[src/rtl/serial_subtractor.sv]
`default_nettype none
// +----------------------------------------------------------------------+
// | serial_subtractor                                                    |
// | Bit-serial A-B, LSB first, one full-subtractor cell + borrow reg.    |
// | Rev 1.0                                                              |
// +----------------------------------------------------------------------+
module serial_subtractor #(
  parameter int WIDTH = 8
) (
  input  logic             clk,
  input  logic             rst,
  input  logic             start,
  input  logic [WIDTH-1:0] a,
  input  logic [WIDTH-1:0] b,
  output logic             busy,
  output logic             done,
  output logic [WIDTH-1:0] diff,
  output logic             borrow_out,
  output logic             dbit,
  output logic             dbit_valid
);

  localparam int CNT_W = $clog2(WIDTH + 1);

  localparam logic [1:0] S_IDLE = 2'd0;
  localparam logic [1:0] S_RUN  = 2'd1;
  localparam logic [1:0] S_DONE = 2'd2;

  localparam logic [CNT_W-1:0] C_LAST = CNT_W'(WIDTH - 1);

  logic [1:0]       r_state;
  logic [1:0]       w_state_nxt;
  logic [WIDTH-1:0] r_sa;
  logic [WIDTH-1:0] r_sb;
  logic [WIDTH-1:0] r_sd;
  logic             r_br;
  logic [CNT_W-1:0] r_cnt;

  logic w_accept;
  logic w_x;
  logic w_y;
  logic w_d;
  logic w_bnext;
  logic w_last;

  assign w_accept = ((r_state == S_IDLE) || (r_state == S_DONE)) && start;
  assign w_last   = (r_cnt == C_LAST);

  // Full-subtractor cell on the current LSBs and the running borrow.
  assign w_x     = r_sa[0];
  assign w_y     = r_sb[0];
  assign w_d     = w_x ^ w_y ^ r_br;
  assign w_bnext = (~w_x & w_y) | (~(w_x ^ w_y) & r_br);

  always_ff @(posedge clk or posedge rst) begin
    if (rst) begin
      r_state <= S_IDLE;
    end else begin
      r_state <= w_state_nxt;
    end
  end

  always_comb begin
    w_state_nxt = r_state;
    case (r_state)
      S_IDLE:  w_state_nxt = start ? S_RUN : S_IDLE;
      S_RUN:   w_state_nxt = w_last ? S_DONE : S_RUN;
      S_DONE:  w_state_nxt = start ? S_RUN : S_IDLE;
      default: w_state_nxt = S_IDLE;
    endcase
  end

  always_comb begin
    busy       = (r_state == S_RUN);
    done       = (r_state == S_DONE);
    dbit_valid = (r_state == S_RUN);
    dbit       = w_d;
  end

  // Result registers are only touched on the final RUN edge, so diff and
  // borrow_out keep the previous answer while a new operation streams.
  always_ff @(posedge clk or posedge rst) begin
    if (rst) begin
      r_sa       <= '0;
      r_sb       <= '0;
      r_sd       <= '0;
      r_br       <= 1'b0;
      r_cnt      <= '0;
      diff       <= '0;
      borrow_out <= 1'b0;
    end else if (w_accept) begin
      r_sa  <= a;
      r_sb  <= b;
      r_br  <= 1'b0;
      r_cnt <= '0;
    end else if (r_state == S_RUN) begin
      r_sa  <= {1'b0, r_sa[WIDTH-1:1]};
      r_sb  <= {1'b0, r_sb[WIDTH-1:1]};
      r_sd  <= {w_d, r_sd[WIDTH-1:1]};
      r_br  <= w_bnext;
      r_cnt <= r_cnt + 1'b1;
      if (w_last) begin
        diff       <= {w_d, r_sd[WIDTH-1:1]};
        borrow_out <= w_bnext;
      end
    end
  end

endmodule
`default_nettype wire

[config.mk]
export PLATFORM = sky130hd
export DESIGN_NAME = serial_subtractor
export DESIGN_NICKNAME = d
export VERILOG_FILES = /design/src/rtl/serial_subtractor.sv
export SDC_FILE = /design/constraint.sdc
export NUM_CORES = 1
export LEC_CHECK = 0
export CORE_ASPECT_RATIO = 1.2
export CORE_MARGIN = 2
export CORE_UTILIZATION = 50
export CTS_BUF_LIST = sky130_fd_sc_hd__clkbuf_16
export DETAILED_ROUTE_END_ITERATION = 8
export GPL_ROUTABILITY_DRIVEN = 0
export PLACE_DENSITY = 0.76
export SETUP_SLACK_MARGIN = 0.3
export SLEW_MARGIN = 20
export SYNTH_ARGS = -nofsm -noshare
export SYNTH_HDL_FRONTEND = slang
export SYNTH_SLANG_ARGS = --single-unit
[constraint.sdc]
create_clock -name clk -period 2.3 [get_ports clk]
set_input_delay 0.69 -clock clk [delete_from_list [all_inputs] [get_ports clk]]
set_output_delay 0.69 -clock clk [all_outputs]
set_load 0.01 [all_outputs]
Yosys cells after proc, flatten, opt, wreduce, memory -nomap -nowiden

Index checks and enable logic that the tools add are counted.
Widths: inputs -> output; s select.

Bits in registers: 40
Input bits: 19
Output and inout port bits: 13
Word-level logic and storage cells: 38

$add $sub $neg: 1
Equal/unequal tests: 3
Multiplexer cells: 11
Bitwise logic cells: 8
Reductions and logical operators: 7

Operators by type and width:

| operator            | number |
|---|---|
| $mux 8              | 4 |
| $mux 4              | 2 |
| $add 4x1->4 const B | 1 |
| $eq 4x3->1 const B  | 1 |
| $pmux 2 s2          | 1 |
| $mux 1              | 3 |
| $not 1->1           | 3 |
| $reduce_and 3->1    | 1 |
| $and 1x1->1         | 2 |
| $eq 2x1->1 const B  | 1 |
| $eq 2x2->1 const B  | 1 |
| $logic_not 2->1     | 1 |
| $mux 2              | 1 |
| $reduce_and 2->1    | 1 |
| $reduce_bool 2->1   | 1 |
| $reduce_or 2->1     | 1 |
| $xor 1x1->1         | 2 |
| $logic_and 1x1->1   | 1 |
| $logic_or 1x1->1    | 1 |
| $or 1x1->1          | 1 |

Longest topological paths before layout

Word-level depth: 6
Mapped depth: 7

Worst setup path before layout

No wires, ideal clock.

Path type: reg-to-output
From: register r_state[1]
To: output dbit_valid
Data arrival time: 1.203 ns
Required time: 1.610 ns
Slack: 0.407 ns
Cell stages (with the launch flop): 7
Cell sequence: dfrtp_1 > nand2b_1 > buf_6 > inv_1 > buf_2 > buf_2 > buf_4

Word-level cells in the longest chain between the ends: 1

Ends and longest elaborated chain:

| element                | line | text |
|---|---|---|
| start, declared        | 31   | `logic [1:0] r_state;` |
| start signal, assigned | 59   | `r_state <= w_state_nxt;` |
| $eq 2x1->1             | -    |  |
| end, declared          | 20   | `output logic dbit_valid` |

No other way between the ends.

Worst setup path in the final report

From: register r_sb[0]
To: output dbit

Word-level cells in the longest chain between the ends: 2

Ends and longest elaborated chain:

| element                   | line | text |
|---|---|---|
| start, declared           | 34   | `logic [WIDTH-1:0] r_sb;` |
| start signal, assigned    | 98   | `r_sb <= {1'b0, r_sb[WIDTH-1:1]};` |
| $xor 1x1->1 (2 in series) | 52   | `assign w_d = w_x ^ w_y ^ r_br;` |
| end, declared             | 19   | `output logic dbit,` |

No other way between the ends.

==> metrics.yaml <==
clocking:
  htree_num_levels: 2
  clock_latency_on_the_worst_skew_pair_ns: 0.27
  total_clock_buffers_created_by_cts: 5
  cts.reportedPaths.clkPinSlew_ns: 0.05
  cts_hold_repair.buffers: 0
  ctsLongestPathBuffers: 2
  tritoncts: "yes"
  root_buffer: "clkbuf_16"
  clock_sinks: 39
final_layout:
  fraction_of_layout_cells_with_a_size_suffix_above_1: 0.135
  area_growth_syn_to_layout_pct: 29.5
  commonest_non_fill_non_tap_cell_in_the_layout: "nand2_1"
  antenna-diode-count: 0
  most_frequent_cells_in_the_layout: "nand2_1, dfrtp_1, clkdlybuf4s50_1"
  final_net_count: 212
sta:
  fin_skew_ns: 0.00272
  report.final.hold_viol_count: 0
  slew_violations: 0
  period_share: 0.891
  unrepaired_setup_endpoints_after_global_routing: "yes"
  slew_headroom: 0.657
  fin_setup_tns_ns: 0
  min_period_ns: 2.05
  max_freq_mhz: 488
  timing_worst_slew_pin_value_ns: 0.513
  final_setup_fails: 0
critical_path:
  biggest_fanout_along_the_worst_timing_path: 2
  crit_path_start_kind: "flop"
  crit_arrival_ns: 1.36
  worst-setup-path-type: "reg -> out"
  critPathRequiredTime_ns: 1.61
  end_kind: "output pin"
drt:
  wl_met3_um: 132
  drt_iter0_drc: 32
  detail_route.wirelength_mm: 3.25
  route.antenna.remaining_nets: 0
  detail_route.first_pass.iterations: 4
  drc_markers: 0
  vias: 1202
  routedLengthMet1_mm: 1.33
  route.detailed.wl_per_inst_um: 14.3
  highest_layer: "met4"
  detail_route.vias_per_cell: 5.27
  routed-wl-met2_mm: 1.78
floorplanning:
  chipHeight_um: 66.8
  rows: 22
  die_x_um: 56.3
  io_pins: 32
  start_util: 0.529
  design.core.area_um2: 3110
  floorplan.die_area_um2: 3760
synthesis:
  synth_sequential_area_ratio: 0.594
  synthesis.yosys.warnings: 0
  post_synth_instance_area_um2: 1640
  synth.top_cells.by_area: "dfrtp_1, nand2_1, mux2_2, a22oi_1, nand3_1"
  synth_seq_cells: 39
  syn_inst: 156
  post_synth.cell_area_avg_um2: 10.5
  yosys.area.top_type_share: 0.594
  netlist.top_cell.by_area: "dfrtp_1"
  syn_nets: 177
  post_synth_num_cell_types: 26
job:
  max-cap-violations: 0
global_route:
  grt.overflow.total: 0
  grt_pass1_wl_mm: 5.56
  grt_pass1_vias: 1219
  grt_max_degree: 40
  grt_antenna_before_repair: 0
  grt_use_total: 0.195
run_status:
  run_status: "finished, final reports clean"
power:
  totalPowerFinal_mw: 3.07
  switchingPower_mw: 1.07
  leakagePower_nw: 1.00
  comb_power_share: 0.407
  power.share.sequential: 0.391
  netSwitchingFraction: 0.347
  cell_internal_pwr_mw: 2.01
  power_density_nw_per_um2: 1440
  peakVddDrop_mv: 0.963
  power.share.clock: 0.203
placed_design:
  port_buffers: 31
  dp_hpwl_mm: 2.14
worst_hold_path:
  worstHoldPathType: "reg -> reg"
[worst paths after layout]
check                           endpoint  depth (start not counted)  slack, ns  startpoint
worst max-delay path                dbit                          3       0.25     r_sb[0]
worst min-delay path             r_sd[1]                          2       0.48     r_sd[1]
worst max register to register   diff[1]                          4       0.54  r_state[1]
worst min register to register   r_sd[1]                          2       0.48     r_sd[1]
max in group asynchronous       r_cnt[2]                          3       1.12         rst
min in group asynchronous        r_sd[2]                          3       0.85         rst
[Yosys cell counts]
cell	n
nand2_1	46
dfrtp_1	39
mux2_2	9
nand3_1	8
a22oi_1	7
nor2_1	7
a31oi_1	6
clkbuf_1	6
inv_1	5
mux2i_1	3
a22o_1	2
buf_2	2
nand2b_1	2
o21ai_0	2
a21oi_1	1
a221o_1	1
and2b_1	1
buf_4	1
buf_6	1
fa_1	1
ha_1	1
nand4_1	1
nor2b_1	1
nor3_1	1
nor3_4	1
o2bb2ai_1	1
[area by class of cell]
| type | count | area (um2) |
|---|---|---|
| fillers | 253 | 982 |
| clock inverters | 3 | 11.3 |
| repair buffers | 38 | 354 |
| clock buffers | 5 | 125 |
| multi-input cells | 102 | 598 |
| inverters | 5 | 18.8 |
| well taps | 36 | 45.0 |
| flip-flops and latches | 39 | 976 |
[critical path, stage by stage, from the launching register on]
cell	delay, ns
dfrtp_1	0.34
inv_2	0.05
fa_1	0.56
buf_2	0.14
[logic make-up after synthesis]
family                   synth area share
flip-flops                          0.594
adder cells (fa/ha/maj)            0.0198
AND/OR/NAND/NOR                     0.178
buffers and inverters              0.0426
AO/OA/AOI/OAI                      0.0860
multiplexers                       0.0799
[sequential cells by signal (all words and copies together) (netlist names)]
signal and count:
r_state 2, diff 8, borrow_out 1, r_sb 8, r_br 1, r_sd 7
r_cnt 4, r_sa 8
[power by group through the flow]
stage               clock (mW)  combinational (mW)  sequential [mW]
global route             0.683                1.38             1.24
finish                   0.623                1.25             1.20
floorplan                    0               0.780             1.20
global placement             0                1.17             1.18
CTS                      0.643                1.27             1.20
detailed placement           0                1.23             1.21
[metal layers]
layer  vias up  global-route usage
li1        591                   -
met1       579               0.231
met2        30               0.359
met3         2              0.0427
met4         0              0.0536
met5         -                   0
[timing repair]
| action | in CTS | in global routing |
|---|---|---|
| buffers inserted | 2 | 1 |
| pin swaps | 1 | 1 |
| gates cloned | 0 | 0 |
| endpoints found under the setup margin | 4 | 1 |
| gates resized for setup | 8 | 2 |
| endpoints found under the hold margin | 0 | 0 |
[through the flow]
stage | utilization | instance area [um2] | setup slack, ns | cells | hold slack (ns)
after CTS | 0.682 | 2120 | 0.188 | 227 | 0.490
after global routing | 0.684 | 2130 | 0.193 | 228 | 0.508
final | 0.684 | 2130 | 0.250 | 228 | 0.484
after global placement | 0.636 | 1980 | 0.117 | 217 | 0.453
after detailed placement | 0.636 | 1980 | 0.0602 | 217 | 0.476
after floorplan | - | 1640 | 0.407 | 156 | 0.440
Note: power is estimated with default switching activity, not from simulation.
